==> src/rtl/booth_mul_pkg.sv <==
// Shared types and helpers for the radix-4 Booth sequential multiplier.
//
// Contents:
//   state_e        - controller states (idle, digit iteration, result held)
//   booth_digit_t  - decoded Booth digit select {neg, one, two}
//   num_digits()   - radix-4 digits needed for a WIDTH-bit operand pair
package booth_mul_pkg;

  typedef enum logic [1:0] {
    StIdle,
    StCalc,
    StDone
  } state_e;

  // Digit value = (neg ? -1 : +1) * (two ? 2 : one ? 1 : 0)
  typedef struct packed {
    logic neg;
    logic one;
    logic two;
  } booth_digit_t;

  // Operands are widened to WIDTH+2 bits, so WIDTH/2+1 digits cover them.
  function automatic int unsigned num_digits(input int unsigned width);
    return width / 2 + 1;
  endfunction

endpackage

==> src/rtl/booth_r4_enc.sv <==
// Radix-4 Booth recoder: maps a 3-bit multiplier window to a digit select.
//
// Ports:
//   window  in  3  {x[2i+1], x[2i], x[2i-1]}
//   digit   out 3  {neg, one, two} select for the digit in {-2,-1,0,+1,+2}
module booth_r4_enc
  import booth_mul_pkg::*;
(
  input  logic [2:0]   window,
  output booth_digit_t digit
);

  always_comb begin
    digit     = '0;
    // 111 and 000 both mean zero, so neg is suppressed for 111.
    digit.neg = window[2] & ~(window[1] & window[0]);
    digit.one = window[1] ^ window[0];
    digit.two = (window[2] & ~window[1] & ~window[0]) |
                (~window[2] & window[1] & window[0]);
  end

endmodule

==> src/rtl/booth_seq_multiplier.sv <==
// Iterative radix-4 Booth multiplier, two multiplier bits retired per clock.
//
// Parameters:
//   WIDTH      operand width (even, >= 4)
// Ports:
//   clk        in   1        clock, rising edge
//   rst_n      in   1        asynchronous active-low reset
//   in_valid   in   1        operands/mode valid
//   in_ready   out  1        accepting a transaction (idle only)
//   a          in   WIDTH    multiplicand
//   x          in   WIDTH    multiplier
//   sgn        in   1        1: two's complement operands, 0: unsigned
//   out_valid  out  1        p holds a completed product
//   out_ready  in   1        consumer takes p
//   p          out  2*WIDTH  registered product
//   busy       out  1        calculating or holding a result
//
// Build option: define MUL_SIGNED_EN to honour sgn; otherwise sgn is ignored
// and all operands are treated as unsigned.
module booth_seq_multiplier
  import booth_mul_pkg::*;
#(
  parameter int unsigned WIDTH = 32
) (
  input  logic               clk,
  input  logic               rst_n,
  input  logic               in_valid,
  output logic               in_ready,
  input  logic [WIDTH-1:0]   a,
  input  logic [WIDTH-1:0]   x,
  input  logic               sgn,
  output logic               out_valid,
  input  logic               out_ready,
  output logic [2*WIDTH-1:0] p,
  output logic               busy
);

  localparam int unsigned NumDig = num_digits(WIDTH);
  localparam int unsigned CntW   = $clog2(NumDig);
  localparam int unsigned OpW    = WIDTH + 2;
  localparam int unsigned AccW   = WIDTH + 4;
  localparam int unsigned PairW  = AccW + OpW;

  state_e             state_q, state_d;
  logic [OpW-1:0]     a_q, a_d;
  logic [OpW-1:0]     mul_q, mul_d;
  logic               prev_q, prev_d;
  logic [AccW-1:0]    acc_q, acc_d;
  logic [CntW-1:0]    cnt_q, cnt_d;
  logic [2*WIDTH-1:0] p_q, p_d;

  logic               ext_sgn;
  logic [OpW-1:0]     a_ext, x_ext;
  booth_digit_t       digit;
  logic [AccW-1:0]    a_acc, sel, addend, sum;
  logic [PairW-1:0]   pair_sh;
  logic               last_dig;

`ifdef MUL_SIGNED_EN
  assign ext_sgn = sgn;
`else
  assign ext_sgn = sgn & 1'b0;
`endif

  assign a_ext = {{2{ext_sgn & a[WIDTH-1]}}, a};
  assign x_ext = {{2{ext_sgn & x[WIDTH-1]}}, x};

  booth_r4_enc u_enc (
    .window ({mul_q[1:0], prev_q}),
    .digit  (digit)
  );

  // Datapath for one digit: acc += digit*a, then shift {acc, mul} right by 2.
  always_comb begin
    a_acc   = {{2{a_q[OpW-1]}}, a_q};
    sel     = digit.two ? (a_acc << 1) : (digit.one ? a_acc : '0);
    addend  = digit.neg ? (~sel + AccW'(1)) : sel;
    sum     = acc_q + addend;
    pair_sh = $signed({sum, mul_q}) >>> 2;
  end

  assign last_dig = (cnt_q == CntW'(NumDig - 1));

  always_comb begin
    state_d = state_q;
    a_d     = a_q;
    mul_d   = mul_q;
    prev_d  = prev_q;
    acc_d   = acc_q;
    cnt_d   = cnt_q;
    p_d     = p_q;
    unique case (state_q)
      StIdle: begin
        if (in_valid) begin
          a_d     = a_ext;
          mul_d   = x_ext;
          prev_d  = 1'b0;
          acc_d   = '0;
          cnt_d   = '0;
          state_d = StCalc;
        end
      end
      StCalc: begin
        acc_d  = pair_sh[PairW-1:OpW];
        mul_d  = pair_sh[OpW-1:0];
        prev_d = mul_q[1];
        if (last_dig) begin
          // Multiplier bits are fully shifted out: pair holds the exact product.
          p_d     = pair_sh[2*WIDTH-1:0];
          cnt_d   = '0;
          state_d = StDone;
        end else begin
          cnt_d = cnt_q + CntW'(1);
        end
      end
      StDone: begin
        if (out_ready) begin
          state_d = StIdle;
        end
      end
      default: state_d = StIdle;
    endcase
  end

  always_ff @(posedge clk or negedge rst_n) begin
    if (!rst_n) begin
      state_q <= StIdle;
      a_q     <= '0;
      mul_q   <= '0;
      prev_q  <= 1'b0;
      acc_q   <= '0;
      cnt_q   <= '0;
      p_q     <= '0;
    end else begin
      state_q <= state_d;
      a_q     <= a_d;
      mul_q   <= mul_d;
      prev_q  <= prev_d;
      acc_q   <= acc_d;
      cnt_q   <= cnt_d;
      p_q     <= p_d;
    end
  end

  assign in_ready  = (state_q == StIdle);
  assign out_valid = (state_q == StDone);
  assign busy      = (state_q != StIdle);
  assign p         = p_q;

endmodule

==> config.mk <==
export PLATFORM = sky130hd
export DESIGN_NAME = booth_seq_multiplier
export DESIGN_NICKNAME = d
export VERILOG_FILES = /design/src/rtl/booth_mul_pkg.sv /design/src/rtl/booth_r4_enc.sv /design/src/rtl/booth_seq_multiplier.sv
export SDC_FILE = /design/constraint.sdc
export NUM_CORES = 1
export LEC_CHECK = 0
export BUFFER_PORTS_ARGS = -buffer_cell sky130_fd_sc_hd__buf_2
export CORE_AREA = 2 2 148 150
export CTS_CLUSTER_SIZE = 28
export DETAILED_ROUTE_END_ITERATION = 10
export DIE_AREA = 0 0 150 152
export HOLD_SLACK_MARGIN = 0.1
export PLACE_DENSITY = 0.69
export SYNTH_ARGS = -nofsm -noshare
export SYNTH_HDL_FRONTEND = slang
export SYNTH_SLANG_ARGS = --single-unit
==> constraint.sdc <==
create_clock -name clk -period 9.4 [get_ports clk]
set_clock_uncertainty 0.2 [all_clocks]
set_input_delay 0.47 -clock clk [delete_from_list [all_inputs] [get_ports clk]]
set_output_delay 0.47 -clock clk [all_outputs]
set_load 0.01 [all_outputs]
==> key figures <==
Timing
  • Max_slew headroom: 20.9%
  • Setup tns final: 0 ps
  • Max-slew violations: 0
  • Setup-failing EPs final: 0
  • Slew @ Worst Pin: 1190 ps
  • RSZ-0062 raised after global routing: no
  • Final period util: 66.9%
  • Crit path time final: 6290 ps
  • Max frequency: 0.159 GHz
  • Hold Fails Final Rpt: 0

Clock network
  • H-Tree Depth: 4
  • CTS sink count: 172
  • Cts hold-fix bufs: 36
  • Worst-skew pair later-pin latency: 440 ps
  • Setup Buffers After CTS: 0
  • Root Driver: clkbuf_16
  • Post-CTS sizing: 0
  • CTS tree: yes
  • CTS Buffer Depth: 2
  • CTS Buf Count: 17
  • Clock-pin slew on the worst setup and hold paths: 80 ps

Placement
  • Inst Count DP: 1461
  • Routability Congestion: 0.870
  • I/O Buffers: 134
  • HPWL after detailed placement: 17000 um

Global routing
  • First-pass GRT wire length: 42100 um
  • Largest net degree at the start of global routing: 96
  • Global route overflow: 0
  • GRT Util Overall: 22.6%
  • Initial antenna violation count: 0
  • Vias in the first global route: 8472

Detailed routing
  • 1st-pass router iterations: 6
  • DRT iter0 DRCs: 616
  • Via density: 5.74
  • Detail Route Antenna Nets: 0
  • DR WL/cell: 16.6 um
  • Residual DRC: 0
  • Total number of vias: 8776
  • WL final: 25300 um

Setup path
  • Critical Path Sink: acc_q[32]
  • CP delay by family, top: compound AO/OA/AOI/OAI gates
  • CP endpoint kind: flop
  • Number of buffers and inverters on the critical path: 0
  • Reg2Reg Depth: 18
  • CP Cell Sequence: ha_1 -> and2_1 -> o21ai_0 -> a221o_1 -> and4_2 -> and3_1 -> a31oi_1 -> xnor2_1 -> ha_1 -> a21o_1 -> a21o_1 -> a221o_1 -> a211o_1 -> o211ai_1 -> a31oi_1 -> a41o_1 -> nor4b_1 -> or3_1
  • Worst R2R Setup Slack: 3110 ps
  • Critical Path RT: 9520 ps
  • Startpoint Class: flop
  • Reg2Reg Launch Point: mul_q[0]
  • Slowest-stage cell, CP: ha_1
  • Critical path origin: mul_q[0]
  • Critical Path Max Stage Delay: 1080 ps
  • Max FO, Critical Path: 42
  • RR Endpoint: acc_q[32]
  • WP data arrival: 6410 ps
  • Levels on crit path: 18
  • Critical setup path kind: flop to flop

Layout
  • # nets final: 1345
  • Layout Cells excl Fill: 1529
  • # diodes: 0
  • Area of the multi-input gates: 5730 um2
  • Commonest non-fill, non-tap cells in the layout: dfrtp_1, o21ai_0, buf_2
  • Final Core Density: 57.0%
  • Fraction of layout cells with a size suffix above 1: 20.7%
  • Filler cells: 1969
  • Area growth syn-to-layout: 17.3%
  • Commonest non-fill, non-tap cell in the layout: dfrtp_1
  • FF+latch area: 4300 um2

Floorplanning
  • Core area: 21400 um2
  • DIE HEIGHT: 152 um
  • Width of the die: 150 um
  • Die Area: 22800 um2
  • Io pins: 136
  • Row cnt: 54
  • Initial Util: 48.6%

Synthesis
  • Post-synth EDFFs: 0
  • Yosys cell types: 66
  • FFs w/ async S/R, synth: 100%
  • Mapped Nets: 1218
  • Area of the mapped netlist: 10400 um2
  • Syn Inst Count: 1109
  • Average size of a mapped cell: 9.35 um2
  • Top_reg_cell synth: dfrtp_1
  • Seq cells post-synth: 172
  • Sequential area share after synthesis: 41.5%
  • Yosys Warn Count: 0

Job
  • Max Cap Viol: 0

Status
  • Outcome: finished clean

Hold path
  • Worst hold-check path type: primary input to flop
==> cells in the mapped netlist (all sizes together) (6+ instances only) <==
cell / instances / area, um2
a211o: 8 / 70.1
and3: 17 / 106
or3: 15 / 93.8
buf: 17 / 108
xnor2: 32 / 280
o22ai: 14 / 93.8
nand4: 6 / 37.5
nand2b: 9 / 56.3
nor3: 28 / 145
nand3: 53 / 270
nand2: 120 / 455
a21oi: 69 / 345
a21o: 21 / 158
a31oi: 12 / 75.1
ha: 39 / 488
inv: 13 / 48.8
o21ai: 147 / 736
xor2: 29 / 254
and2: 19 / 119
nor2: 31 / 116
a221o: 15 / 153
mux2: 67 / 754
clkbuf: 55 / 206
mux2i: 34 / 340
dfrtp: 172 / 4300
==> tightest hold or removal path: cells and delay by family <==
kind | cells | cell delay, ps
muxes | 1 | 50
AOI/OAI and AO/OA | 1 | 130
buffers and inverters | 1 | 70
==> metrics by stage <==
| step | setup WS [ps] | hold WS, ps | instance area, um2 |
|---|---|---|---|
| global route | 2700 | 105 | 12200 |
| finish | 3110 | 119 | 12200 |
| detailed placement | 3210 | 186 | 11200 |
| CTS | 3180 | 100 | 12200 |
| global placement | 3230 | 185 | 11200 |
| floorplan | 4030 | -25.6 | 10400 |
==> cells by family after synthesis <==
group / share of synthesized area [%]
compound gates: 19.0
fa+ha+maj: 4.90
mux: 10.6
flops: 41.5
buf+inv: 3.50
xor+xnor: 5.15
simple gates: 15.4
==> state kept, by name, summed over array words and instances, names as in the netlist <==
| signal | count |
|---|---|
| state_q | 2 |
| a_q | 32 |
| p | 64 |
| acc_q | 34 |
| mul_q | 34 |
| cnt_q | 5 |
| prev_q | 1 |
==> how the worst min path moves through the flow <==
stage,endpoint,startpoint,cells after the start
6_report,mul_q[14],x[14],3
5_1_grt,mul_q[8],x[8],3
4_1_cts,mul_q[8],x[8],3
3_5_place_dp,a_q[11],rst_n,1
3_3_place_gp,a_q[11],rst_n,1
2_1_floorplan,a_q[0],rst_n,0
==> routing by layer <==
| layer | track usage [%] | share of wire, % | routed length (um) | vias to the layer above |
|---|---|---|---|---|
| met1 | 29.6 | 45 | 11400 | 4207 |
| met3 | 5.53 | 6.0 | 1510 | 32 |
| li1 | - | - | - | 4294 |
| met2 | 37.3 | 47 | 12000 | 243 |
| met4 | 6.65 | 1.8 | 450 | 0 |
| met5 | 0 | 0 | 0 | - |
==> final cells by class <==
class                           count  share of cell area, %
Tap cell                          280                   2.88
Inverter                           13                  0.401
Timing Repair Buffer              180                   9.14
Clock inverter                     15                   1.61
Multi-Input combinational cell    852                   47.1
Clock buffer                       17                   3.50
Sequential cell                   172                   35.4
Power is left out: the tool's default activity adds up to more than one toggle a clock period on the data nets, which glitch-free logic cannot reach.
